$ cat src/rtl/xgmii_frame_fcs_strip_pkg.sv
// Shared XGMII / PLA definitions: control characters, word patterns, CRC32 constants.
package xgmii_frame_fcs_strip_pkg;

    localparam logic [31:0] XGMII_IDLE_WORD = 32'h07070707;
    localparam logic [31:0] XGMII_SFD_WORD  = 32'h555555D5;
    localparam logic [7:0]  XGMII_IDLE      = 8'h07;
    localparam logic [7:0]  XGMII_START     = 8'hFB;
    localparam logic [7:0]  XGMII_TERM      = 8'hFD;
    localparam logic [7:0]  XGMII_ERR       = 8'hFE;

    // TERM txc patterns, named by the number of data bytes that precede FD
    localparam logic [3:0]  TXC_T3    = 4'h1;
    localparam logic [3:0]  TXC_T2    = 4'h3;
    localparam logic [3:0]  TXC_T1    = 4'h7;
    localparam logic [3:0]  TXC_T0    = 4'hf;
    localparam logic [3:0]  TXC_START = 4'h8;
    localparam logic [3:0]  TXC_IDLE  = 4'hf;

    localparam logic [31:0] CRC32_POLY    = 32'h04C11DB7;
    localparam logic [31:0] CRC32_RESIDUE = 32'hC704DD7B;

    // One 32-bit XGMII word with its control flags and sideband tag
    typedef struct packed {
        logic [31:0] data;
        logic [3:0]  txc;
        logic [1:0]  num;
    } xgmii_word_t;

endpackage

$ cat src/rtl/xgmii_frame_fcs_strip_if.sv
// Stream and status bundle of the ingress FCS strip stage.
interface xgmii_frame_fcs_strip_if;
    logic [31:0] I_xgmii_data;
    logic [3:0]  I_xgmii_txc;
    logic [1:0]  I_xgmii_num;
    logic [31:0] O_xgmii_data;
    logic [3:0]  O_xgmii_txc;
    logic [1:0]  O_xgmii_num;
    logic        O_crc_ok;
    logic        O_crc_err;
    logic [31:0] O_crc_out;

    // Upstream side (word aligner) drives the input stream
    modport master (
        output I_xgmii_data, I_xgmii_txc, I_xgmii_num,
        input  O_xgmii_data, O_xgmii_txc, O_xgmii_num, O_crc_ok, O_crc_err, O_crc_out
    );

    // The strip stage itself
    modport slave (
        input  I_xgmii_data, I_xgmii_txc, I_xgmii_num,
        output O_xgmii_data, O_xgmii_txc, O_xgmii_num, O_crc_ok, O_crc_err, O_crc_out
    );
endinterface

$ cat src/rtl/xgmii_frame_fcs_strip_crc32.sv
// Combinational CRC32 next-state over 0..4 bytes of a word, byte [31:24] first.
// Register is kept unreflected; bit 0 of each byte enters first (802.3 wire order).
module crc32_d32_be
    import xgmii_frame_fcs_strip_pkg::*;
(
    input  logic [31:0] crc_i,
    input  logic [31:0] data_i,
    input  logic [2:0]  nbytes_i,
    output logic [31:0] crc_o
);

    // Bit-serial LFSR unrolled over the enabled leading bytes
    always_comb begin
        logic [31:0] c;
        logic [7:0]  b;
        logic        fb;
        c = crc_i;
        for (int i = 0; i < 4; i++) begin
            b = data_i[31-8*i -: 8];
            for (int k = 0; k < 8; k++) begin
                fb = c[31] ^ b[k];
                if (3'(i) < nbytes_i) c = {c[30:0], 1'b0} ^ (fb ? CRC32_POLY : 32'h0);
            end
        end
        crc_o = c;
    end

endmodule

$ cat src/rtl/xgmii_frame_fcs_strip.sv
// Ingress FCS strip: checks frame CRC32, pulls /T/ back one word over the FCS,
// and reports crc_ok/crc_err plus the stripped FCS. Fixed 3-cycle latency.
module xgmii_frame_fcs_strip
    import xgmii_frame_fcs_strip_pkg::*;
#(
    parameter int          P_MIN_BYTES   = 5,
    parameter logic [31:0] P_CRC_RESIDUE = CRC32_RESIDUE
) (
    input  logic                    I_312m_clk,
    input  logic                    I_global_rst_n,
    xgmii_frame_fcs_strip_if.slave  bus
);

    localparam logic [1:0] ST_IDLE = 2'd0;
    localparam logic [1:0] ST_PRE  = 2'd1;
    localparam logic [1:0] ST_PAY  = 2'd2;
    localparam xgmii_word_t IDLE_W = '{data: XGMII_IDLE_WORD, txc: TXC_IDLE, num: 2'd0};

    xgmii_word_t d1_q, d2_q, out_q;
    logic [1:0]  state_q, state_d;
    logic [31:0] crc_q, crc_d, crc_nxt;
    logic [15:0] cnt_q, cnt_d;
    logic [16:0] cnt_fin;
    logic        kill_q, pend_err_q, crc_ok_q, crc_err_q;
    logic [31:0] crc_out_q;

    logic        is_start, is_term, long_enough, strip, bad_evt, crc_good;
    logic [2:0]  term_n;
    logic [31:0] strip_word, fcs_word;

    // Classify the word in d1
    always_comb begin
        is_start = (d1_q.txc == TXC_START) && (d1_q.data[31:24] == XGMII_START);
        is_term  = 1'b0;
        term_n   = 3'd0;
        case (d1_q.txc)
            TXC_T3:  begin term_n = 3'd3; is_term = (d1_q.data[7:0]   == XGMII_TERM); end
            TXC_T2:  begin term_n = 3'd2; is_term = (d1_q.data[15:8]  == XGMII_TERM); end
            TXC_T1:  begin term_n = 3'd1; is_term = (d1_q.data[23:16] == XGMII_TERM); end
            TXC_T0:  begin term_n = 3'd0; is_term = (d1_q.data[31:24] == XGMII_TERM); end
            default: begin term_n = 3'd0; is_term = 1'b0; end
        endcase
    end

    // A TERM word feeds only its leading data bytes; plain data words feed all four
    crc32_d32_be u_crc (
        .crc_i    (crc_q),
        .data_i   (d1_q.data),
        .nbytes_i (is_term ? term_n : 3'd4),
        .crc_o    (crc_nxt)
    );

    assign cnt_fin     = {1'b0, cnt_q} + {14'd0, term_n};
    assign long_enough = (cnt_fin >= 17'(P_MIN_BYTES));
    assign strip       = (state_q == ST_PAY) && is_term && long_enough;
    assign crc_good    = (crc_nxt == P_CRC_RESIDUE);
    // Any control word that ends a frame without a strip: runt, abort, preamble hit
    assign bad_evt     = (d1_q.txc != 4'h0) && !strip &&
                         ((state_q == ST_PRE) || (state_q == ST_PAY));

    // Rebuild W1 with FD after its leading n bytes; the displaced bytes are the FCS
    always_comb begin
        strip_word = {XGMII_TERM, XGMII_IDLE, XGMII_IDLE, XGMII_IDLE};
        fcs_word   = d2_q.data;
        case (term_n)
            3'd3: begin
                strip_word = {d2_q.data[31:8], XGMII_TERM};
                fcs_word   = {d2_q.data[7:0], d1_q.data[31:8]};
            end
            3'd2: begin
                strip_word = {d2_q.data[31:16], XGMII_TERM, XGMII_IDLE};
                fcs_word   = {d2_q.data[15:0], d1_q.data[31:16]};
            end
            3'd1: begin
                strip_word = {d2_q.data[31:24], XGMII_TERM, XGMII_IDLE, XGMII_IDLE};
                fcs_word   = {d2_q.data[23:0], d1_q.data[31:24]};
            end
            default: begin
                strip_word = {XGMII_TERM, XGMII_IDLE, XGMII_IDLE, XGMII_IDLE};
                fcs_word   = d2_q.data;
            end
        endcase
    end

    // Frame FSM, running CRC and saturating payload byte counter
    always_comb begin
        state_d = state_q;
        crc_d   = crc_q;
        cnt_d   = cnt_q;
        case (state_q)
            ST_IDLE: if (is_start) state_d = ST_PRE;
            ST_PRE: begin
                if (is_start)                state_d = ST_PRE;
                else if (d1_q.txc != 4'h0)   state_d = ST_IDLE;
                else begin
                    state_d = ST_PAY;
                    crc_d   = 32'hFFFFFFFF;
                    cnt_d   = 16'd0;
                end
            end
            ST_PAY: begin
                if (is_start)                state_d = ST_PRE;
                else if (d1_q.txc != 4'h0)   state_d = ST_IDLE;
                else begin
                    crc_d = crc_nxt;
                    cnt_d = (cnt_q >= 16'hFFFC) ? 16'hFFFF : cnt_q + 16'd4;
                end
            end
            default: state_d = ST_IDLE;
        endcase
    end

    // Input and hold stages
    always_ff @(posedge I_312m_clk or negedge I_global_rst_n) begin
        if (!I_global_rst_n) begin
            d1_q <= IDLE_W;
            d2_q <= IDLE_W;
        end else begin
            d1_q <= {bus.I_xgmii_data, bus.I_xgmii_txc, bus.I_xgmii_num};
            d2_q <= d1_q;
        end
    end

    // FSM / CRC / counter state
    always_ff @(posedge I_312m_clk or negedge I_global_rst_n) begin
        if (!I_global_rst_n) begin
            state_q <= ST_IDLE;
            crc_q   <= 32'hFFFFFFFF;
            cnt_q   <= 16'd0;
        end else begin
            state_q <= state_d;
            crc_q   <= crc_d;
            cnt_q   <= cnt_d;
        end
    end

    // Output stage: relocated-FD word, then an idle word in place of the original TERM
    always_ff @(posedge I_312m_clk or negedge I_global_rst_n) begin
        if (!I_global_rst_n) begin
            out_q  <= IDLE_W;
            kill_q <= 1'b0;
        end else begin
            kill_q <= strip;
            if (strip)       out_q <= {strip_word, d1_q.txc, d2_q.num};
            else if (kill_q) out_q <= {XGMII_IDLE_WORD, TXC_IDLE, d2_q.num};
            else             out_q <= d2_q;
        end
    end

    // Status: strip verdict lands with the FD word; other errors wait one cycle
    // so they line up with the offending word leaving the hold stage
    always_ff @(posedge I_312m_clk or negedge I_global_rst_n) begin
        if (!I_global_rst_n) begin
            pend_err_q <= 1'b0;
            crc_ok_q   <= 1'b0;
            crc_err_q  <= 1'b0;
            crc_out_q  <= 32'h0;
        end else begin
            pend_err_q <= bad_evt;
            crc_ok_q   <= strip && crc_good;
            crc_err_q  <= (strip && !crc_good) || pend_err_q;
            if (strip) crc_out_q <= fcs_word;
        end
    end

    assign bus.O_xgmii_data = out_q.data;
    assign bus.O_xgmii_txc  = out_q.txc;
    assign bus.O_xgmii_num  = out_q.num;
    assign bus.O_crc_ok     = crc_ok_q;
    assign bus.O_crc_err    = crc_err_q;
    assign bus.O_crc_out    = crc_out_q;

endmodule

$ cat src/flat_wrapper.sv
// flat-port wrapper written by rule: the top's interface ports become plain ports
module xgmii_frame_fcs_strip_flat import xgmii_frame_fcs_strip_pkg::*;
#(
    parameter int          P_MIN_BYTES   = 5,
    parameter logic [31:0] P_CRC_RESIDUE = CRC32_RESIDUE
)
  (I_312m_clk, I_global_rst_n, bus_I_xgmii_data, bus_I_xgmii_txc, bus_I_xgmii_num, bus_O_xgmii_data, bus_O_xgmii_txc, bus_O_xgmii_num, bus_O_crc_ok, bus_O_crc_err, bus_O_crc_out);
  xgmii_frame_fcs_strip_if bus_i ();
  input  logic I_312m_clk;
  input  logic I_global_rst_n;
  input wire logic [$bits(bus_i.I_xgmii_data)-1:0] bus_I_xgmii_data;
  input wire logic [$bits(bus_i.I_xgmii_txc)-1:0] bus_I_xgmii_txc;
  input wire logic [$bits(bus_i.I_xgmii_num)-1:0] bus_I_xgmii_num;
  output wire logic [$bits(bus_i.O_xgmii_data)-1:0] bus_O_xgmii_data;
  output wire logic [$bits(bus_i.O_xgmii_txc)-1:0] bus_O_xgmii_txc;
  output wire logic [$bits(bus_i.O_xgmii_num)-1:0] bus_O_xgmii_num;
  output wire logic [$bits(bus_i.O_crc_ok)-1:0] bus_O_crc_ok;
  output wire logic [$bits(bus_i.O_crc_err)-1:0] bus_O_crc_err;
  output wire logic [$bits(bus_i.O_crc_out)-1:0] bus_O_crc_out;
  assign bus_i.I_xgmii_data = bus_I_xgmii_data;
  assign bus_i.I_xgmii_txc = bus_I_xgmii_txc;
  assign bus_i.I_xgmii_num = bus_I_xgmii_num;
  assign bus_O_xgmii_data = bus_i.O_xgmii_data;
  assign bus_O_xgmii_txc = bus_i.O_xgmii_txc;
  assign bus_O_xgmii_num = bus_i.O_xgmii_num;
  assign bus_O_crc_ok = bus_i.O_crc_ok;
  assign bus_O_crc_err = bus_i.O_crc_err;
  assign bus_O_crc_out = bus_i.O_crc_out;
  xgmii_frame_fcs_strip #(.P_MIN_BYTES(P_MIN_BYTES), .P_CRC_RESIDUE(P_CRC_RESIDUE)) u_core (.I_312m_clk(I_312m_clk), .I_global_rst_n(I_global_rst_n), .bus(bus_i));
endmodule
$ cat config.mk
export PLATFORM = sky130hd
export DESIGN_NAME = xgmii_frame_fcs_strip_flat
export DESIGN_NICKNAME = d
export VERILOG_FILES = /design/src/rtl/xgmii_frame_fcs_strip_pkg.sv /design/src/rtl/xgmii_frame_fcs_strip_if.sv /design/src/rtl/xgmii_frame_fcs_strip_crc32.sv /design/src/rtl/xgmii_frame_fcs_strip.sv /design/src/flat_wrapper.sv
export SDC_FILE = /design/constraint.sdc
export NUM_CORES = 1
export LEC_CHECK = 0
export ABC_AREA = 0
export BUFFER_PORTS_ARGS = -buffer_cell sky130_fd_sc_hd__buf_2
export CAP_MARGIN = 20
export CORE_ASPECT_RATIO = 0.8
export CORE_MARGIN = 3
export CORE_UTILIZATION = 69
export CTS_BUF_LIST = sky130_fd_sc_hd__clkbuf_4 sky130_fd_sc_hd__clkbuf_8
export CTS_CLUSTER_SIZE = 25
export DETAILED_ROUTE_END_ITERATION = 8
export PLACE_DENSITY = 0.9
export SYNTH_ARGS = -nofsm -noshare
export SYNTH_HDL_FRONTEND = slang
export SYNTH_SLANG_ARGS = --single-unit
$ cat constraint.sdc
create_clock -name I_312m_clk -period 18.45 [get_ports I_312m_clk]
set_clock_uncertainty 0.2 [all_clocks]
set_input_delay 0.9225 -clock I_312m_clk [delete_from_list [all_inputs] [get_ports I_312m_clk]]
set_output_delay 0.9225 -clock I_312m_clk [all_outputs]
set_load 0.02 [all_outputs]
**After elaboration in Yosys (flattened, before gate mapping)**

Cells that the tools add are included.

- Add/sub/neg operators: 2
- $mul: 0
- Divide/modulo/power cells: 0
- $lt $le $gt $ge: 6
- Eq/ne operators: 22
- Shifts and indexed selects: 0
- Mux-type cells: 88
- Bitwise operators: 64
- Reduce and logical (&&, ||, !) cells: 16

Operators by type and width:

| operator | count |
|---|---|
| 32-bit 2-to-1 mux | 36 |
| 32-bit by 27-bit XOR with 32-bit output | 32 |
| 27-bit 2-to-1 mux | 32 |
| 32-bit one-hot mux with 3 select lines | 2 |
| 16-bit 2-to-1 mux | 5 |
| 38-bit 2-to-1 mux | 2 |
| 32-bit one-hot mux with 2 select lines | 1 |
| 8-bit equality test (second input constant) | 5 |
| 32-bit equality test (second input constant) | 1 |
| 16-bit one-hot mux with 2 select lines | 1 |
| 1-bit XOR | 32 |
| 16-bit by 2-bit adder with 17-bit output | 1 |
| 17-bit by 3-bit >= comparator with 1-bit output (second input constant) | 1 |
| 16-bit by 3-bit adder with 16-bit output (second input constant) | 1 |
| 16-bit >= comparator (second input constant) | 1 |
| 2-bit one-hot mux with 3 select lines | 2 |
| 2-bit 2-to-1 mux | 5 |
| 4-bit equality test (second input constant) | 2 |
| 2-bit != test (second input constant) | 4 |
| 1-bit logical AND | 7 |
| 2-bit equality test (second input constant) | 3 |
| 1-bit by 3-bit less-than comparator with 1-bit output (first input constant) | 2 |
| 2-bit by 3-bit less-than comparator with 1-bit output (first input constant) | 2 |
| 5-bit AND reduction | 1 |
| other kinds (14) | 17 |

- Register bits after elaboration: 200
- Bits in latches: 0
- RAM bits: 0
- ROM bits: 0
- Input bits: 40
- Logic and storage cells: 215
- Memories: 0

**Depth between registers and ports, before layout**

- Depth in word-level cells: 133
- Mapped depth: 26
- Mapped depth without buffers: 21

**Hierarchy**

From an unflattened synthesis, not the netlist that was laid out.

- Cells, all modules: 1517
- Area, all modules: 14855.5 um2

By module, submodules not included:

| module | times used | cells each | area an instance (um2) |
|---|---|---|---|
| xgmii_frame_fcs_strip | 1 | 756 | 8378.0 |
| crc32_d32_be | 1 | 761 | 6477.5 |

**Worst setup path after synthesis**

Ideal clock, no wire load.

- Kind: reg2reg
- Start point: register u_core.d1_q[4] (netlist name)
- End point: register u_core.crc_err_q, in the netlist u_core.bus.O_crc_err
- Data arrival time: 6.852 ns
- Data required time: 18.132 ns
- Path slack: 11.280 ns
- Cell stages (with the launch flop): 26
- Path buffers: 4
- Clock period less this slack: 7.170 ns
- Path through: dfstp_2 buf_6 mux2_1 a32oi_2 a211o_1 buf_6 nor4b_4 or2_1 buf_6 or4_1 and3_1 buf_2 xnor3_1 a211o_1 and3_1 or4_1 a21oi_1 xor2_1 o21ai_2 xor2_4 xnor3_1 mux2_2 a2111oi_0 or4b_1 or4b_1 a21o_1

- Word-level cells in the longest chain between the ends: 83
- Elaborated cells on any way between the ends: 144
- Those cells by class: 1 x add/sub; 5 x order compare; 5 x eq/ne; 66 x mux; 62 x bitwise; 5 x reduce/logical

RTL lines:

| element | line | RTL |
|---|---|---|
| start: declaration | xgmii_frame_fcs_strip.sv:19 | `xgmii_word_t d1_q, d2_q, out_q;` |
| start signal: assignment | xgmii_frame_fcs_strip.sv:119 | `d1_q <= {bus.I_xgmii_data, bus.I_xgmii_txc, bus.I_xgmii_num};` |
| 4-bit equality test, or another cell as far along | xgmii_frame_fcs_strip.sv:36 | `case (d1_q.txc)` |
| 1-bit one-hot mux with 4 select lines / 2-bit one-hot mux with 3 select lines (equally long branches) | xgmii_frame_fcs_strip.sv:36 |  |
| 3-bit 2-to-1 mux | xgmii_frame_fcs_strip.sv:49 | `.nbytes_i (is_term ? term_n : 3'd4),` |
| 1-bit by 3-bit less-than comparator with 1-bit output | xgmii_frame_fcs_strip_crc32.sv:22 | `if (3'(i) < nbytes_i) c = {c[30:0], 1'b0} ^ (fb ? CRC32_POLY : 32'h0);` |
| 32-bit 2-to-1 mux | xgmii_frame_fcs_strip_crc32.sv:22 |  |
| 1-bit XOR | xgmii_frame_fcs_strip_crc32.sv:21 | `fb = c[31] ^ b[k];` |
| 27-bit 2-to-1 mux | xgmii_frame_fcs_strip_crc32.sv:22 |  |
| 32-bit by 27-bit XOR with 32-bit output | xgmii_frame_fcs_strip_crc32.sv:22 |  |
| [... 67 more ...] | -- |  |
| 1-bit XOR | xgmii_frame_fcs_strip_crc32.sv:21 |  |
| 27-bit 2-to-1 mux | xgmii_frame_fcs_strip_crc32.sv:22 |  |
| 32-bit by 27-bit XOR with 32-bit output | xgmii_frame_fcs_strip_crc32.sv:22 |  |
| 32-bit 2-to-1 mux | xgmii_frame_fcs_strip_crc32.sv:22 |  |
| 32-bit equality test | xgmii_frame_fcs_strip.sv:56 | `assign crc_good = (crc_nxt == P_CRC_RESIDUE);` |
| 1-bit logical NOT | xgmii_frame_fcs_strip.sv:161 | `crc_err_q <= (strip && !crc_good) \|\| pend_err_q;` |
| 1-bit logical AND (*) | xgmii_frame_fcs_strip.sv:161 |  |
| 1-bit logical OR (*) | xgmii_frame_fcs_strip.sv:161 |  |
| end signal: assignment | xgmii_frame_fcs_strip.sv:161 |  |
| end: declaration | xgmii_frame_fcs_strip.sv:24 | `logic kill_q, pend_err_q, crc_ok_q, crc_err_q;` |

Every way passes the cells marked *; elsewhere a longest branch is shown, timed or not.
A chain may end at the register's enable or synchronous reset.

**Worst setup path after layout**

Ends and elaborated chain as after synthesis.

==> impl_metrics.json <==
{
  "synth_edf_count": 0,
  "pin_count": 112,
  "start_util": 0.713,
  "period_share": 0.484,
  "async_flop_share": 1.00,
  "cts_buffer_depth": 2,
  "totalWireLength_um": 52900,
  "clkTransAtPathRegs_ps": 120,
  "area_growth_syn_to_layout_pct": 6.65,
  "dp_slack_ps": 9700,
  "violations": "design-rule violations",
  "arrival_ps": 9130,
  "design.core.area_sq_um": 21900,
  "min_from": "u_core.d2_q[1]",
  "timing.slew.headroom": 0.193,
  "crit_start": "u_core.d1_q[4]",
  "fp-row-count": 48,
  "synth_nets": 1762,
  "vias": 14200,
  "max_freq_mhz": 112,
  "synth.area.top_cells": "dfrtp_1 19%, dfstp_2 13%, xnor2_1 12%",
  "ys_seq_area_frac": 0.325,
  "slowest_stage": "dfstp_2",
  "numClockSinks": 199,
  "track_usage": 0.428,
  "path_buf_inv": 0,
  "cts_max_level": 4,
  "synth.avg_cell_area_sq_um": 9.15,
  "crit_chain": "and2_1, a22oi_1, a211oi_4, nand3_1, o221ai_2, xnor2_4, mux2i_1, o21ai_0, a211o_1, and3_1, or4_1, a21oi_1, xor2_1, o21ai_2, xor2_4, xnor3_1, mux2_2, a2111oi_0, or4b_1, or4b_1, a21o_1",
  "cts_buffers": 17,
  "die_width_um": 174,
  "crit_path_end_kind": "flip-flop",
  "crit_top_cell": "or4b_1",
  "tightest_slew_ps": 1200,
  "path_depth": 21,
  "ys_seq_elements": 199,
  "synthFlopType": "dfrtp_1",
  "hold_path_class": "reg -> reg",
  "ctsHoldBuffers": 0,
  "final_nets": 1791,
  "dp_hpwl_um": 40000,
  "grt_overflow_total": 0,
  "synth_top_area_frac": 0.190,
  "wl_per_cell_um": 25.8,
  "drtIter0Drc": 2809,
  "hold_viol": 0,
  "crit_fanout": 19,
  "clock_latency_ps": 500,
  "drv_cap": 0,
  "cts-resized-gates": 0,
  "r2r_setup_slack_ps": 9520,
  "grt_setup_unrepaired": "no",
  "nFillCells": 1533,
  "die_h_um": 141,
  "diodes": 0,
  "synth_area_sq_um": 15600,
  "setup_slack_ps": 9520,
  "fin_crit_ps": 8930,
  "first_pass_iters": 9,
  "post_cts_buffers": 0,
  "cts_tree": "done",
  "vias_per_cell": 6.91,
  "slew_viol_final": 0,
  "yosysTopAreaCell": "dfrtp_1",
  "drc": 2,
  "antenna_found_initial": 2,
  "port_buffers": 111,
  "syn-instance-count": 1709,
  "grt_pass1_vias": 13200,
  "multi_input_area_sq_um": 9970,
  "utilization": 0.761,
  "rr_endpoint": "u_core.bus.O_crc_err",
  "path_class": "reg -> reg",
  "cp-endpoint": "u_core.bus.O_crc_err",
  "critPathLaunchType": "flip-flop",
  "ant_nets": 0,
  "ff2ff_path_depth": 21,
  "critPathRequiredTime_ps": 18660,
  "status": "complete, but fails checks",
  "gp_congestion": 1.15,
  "cpLargestDelayFamily": "compound AO/OA/AOI/OAI gates",
  "yosysWarnings": 0,
  "root_buffer": "clkbuf_8",
  "setup_viol": 0,
  "ff_latch_area_sq_um": 5080,
  "fin_setup_tns_ps": 0,
  "grt_pass1_wl_um": 79800,
  "die_area_sq_um": 24500,
  "reg2reg_from": "u_core.d1_q[4]",
  "grt_start_max_net_pins": 116,
  "post_synth_num_cell_types": 105,
  "layout-drive-gt1-share": 0.184,
  "cpPeakStageDelay_ps": 780
}
how the worst min path moves through the flow:
stage / end / slack, ps / cells after the start
global route: u_core.bus.O_xgmii_num[1] / 180 / 0
floorplan: u_core.bus.O_xgmii_num[0] / 130 / 0
global placement: u_core.bus.O_xgmii_num[1] / 130 / 0
CTS: u_core.bus.O_xgmii_num[1] / 170 / 0
finish: u_core.bus.O_xgmii_num[1] / 170 / 0
detailed placement: u_core.d2_q[0] / 140 / 0
cell families (layout without fill, tap and decap cells):
| kind of cell | Yosys count | count (layout) | synth area share |
|---|---|---|---|
| AOI/OAI and AO/OA | 442 | 442 | 0.189 |
| xor gates and xnor gates | 363 | 363 | 0.254 |
| and+or+nand+nor | 510 | 510 | 0.156 |
| DFF | 199 | 199 | 0.325 |
| muxes | 39 | 39 | 0.0264 |
| buffers and inverters | 143 | 185 | 0.0391 |
| adders and majority gates | 13 | 13 | 0.0109 |
final cells by class:
type                       instances  share of cell area
clock buffer                      17              0.0140
clock inverter                    15              0.0107
inverter                          22             0.00495
multi-input combinational       1367               0.598
sequential                       199               0.305
tap                              300              0.0225
timing repair buffer             131              0.0452
worst reg2reg max path: cells and delay by family (launching register included):
| kind | cells | cell delay (ps) |
|---|---|---|
| xor+xnor | 4 | 1120 |
| simple gates | 6 | 2440 |
| mux | 2 | 880 |
| compound gates | 9 | 3440 |
| flops | 1 | 780 |
per-stage QoR:
stage                     std cells  hold slack [ps]  cell area, sq um
final                          2051              166             16700
after global routing           2051              176             16700
after CTS                      2049              170             16600
after detailed placement       2017              142             16200
after global placement         2017              132             16200
after floorplan                1709              131             15600
cell usage in the layout, fill, tap and decap left out, types with 20 or more instances in the layout:
master and n:
dfstp_2 80, buf_2 110, xor2_1 91, o21ai_0 121, xnor3_1 29, a21oi_1 122
nand2_1 161, nand3_1 31, nor3_1 27, a222oi_1 33, mux2i_1 27, dfrtp_1 119
xnor2_1 213, nor2_1 165, inv_1 20
cell usage after synthesis, drive strengths merged (4+ instances only):
| master | count |
|---|---|
| or2 | 10 |
| a211o | 5 |
| a22oi | 5 |
| a31oi | 12 |
| dfrtp | 119 |
| xor2 | 96 |
| inv | 20 |
| or3 | 9 |
| o31ai | 5 |
| o21bai | 5 |
| nor4 | 11 |
| clkbuf | 82 |
| a21oi | 125 |
| nand4 | 19 |
| a22o | 10 |
| nor2 | 169 |
| buf | 39 |
| o22a | 15 |
| nand3 | 32 |
| xnor3 | 32 |
| nor3 | 28 |
| mux2 | 9 |
| o22ai | 11 |
| ha | 12 |
| dfstp | 80 |
| o211ai | 10 |
| xor3 | 7 |
| nand2b | 9 |
| and3 | 15 |
| or4 | 13 |
| and2 | 10 |
| nand2 | 164 |
| o21ai | 129 |
| a21o | 15 |
| a211oi | 14 |
| nor3b | 4 |
| o21a | 17 |
| mux2i | 30 |
| a222oi | 33 |
| xnor2 | 228 |
sequential cells by signal, indices dropped and copies added, names as in the netlist:
name,count
u_core.d2_q,38
u_core.pend_err_q,1
u_core.bus.O_xgmii_num,2
u_core.d1_q,38
u_core.bus.O_xgmii_txc,4
u_core.bus.O_xgmii_data,32
u_core.state_q,2
u_core.bus.O_crc_out,32
u_core.kill_q,1
u_core.bus.O_crc_ok,1
u_core.crc_q,32
u_core.cnt_q,15
u_core.bus.O_crc_err,1
metal layers:
layer,up-vias,GRT usage,share of wire
li1,6082,-,-
met1,6727,0.627,0.39
met2,1194,0.596,0.41
met3,155,0.151,0.16
met4,6,0.128,0.034
met5,-,0.0179,0.0017
Power is left out: the tool's default activity adds up to more than one toggle a clock period on the data nets, which glitch-free logic cannot reach.
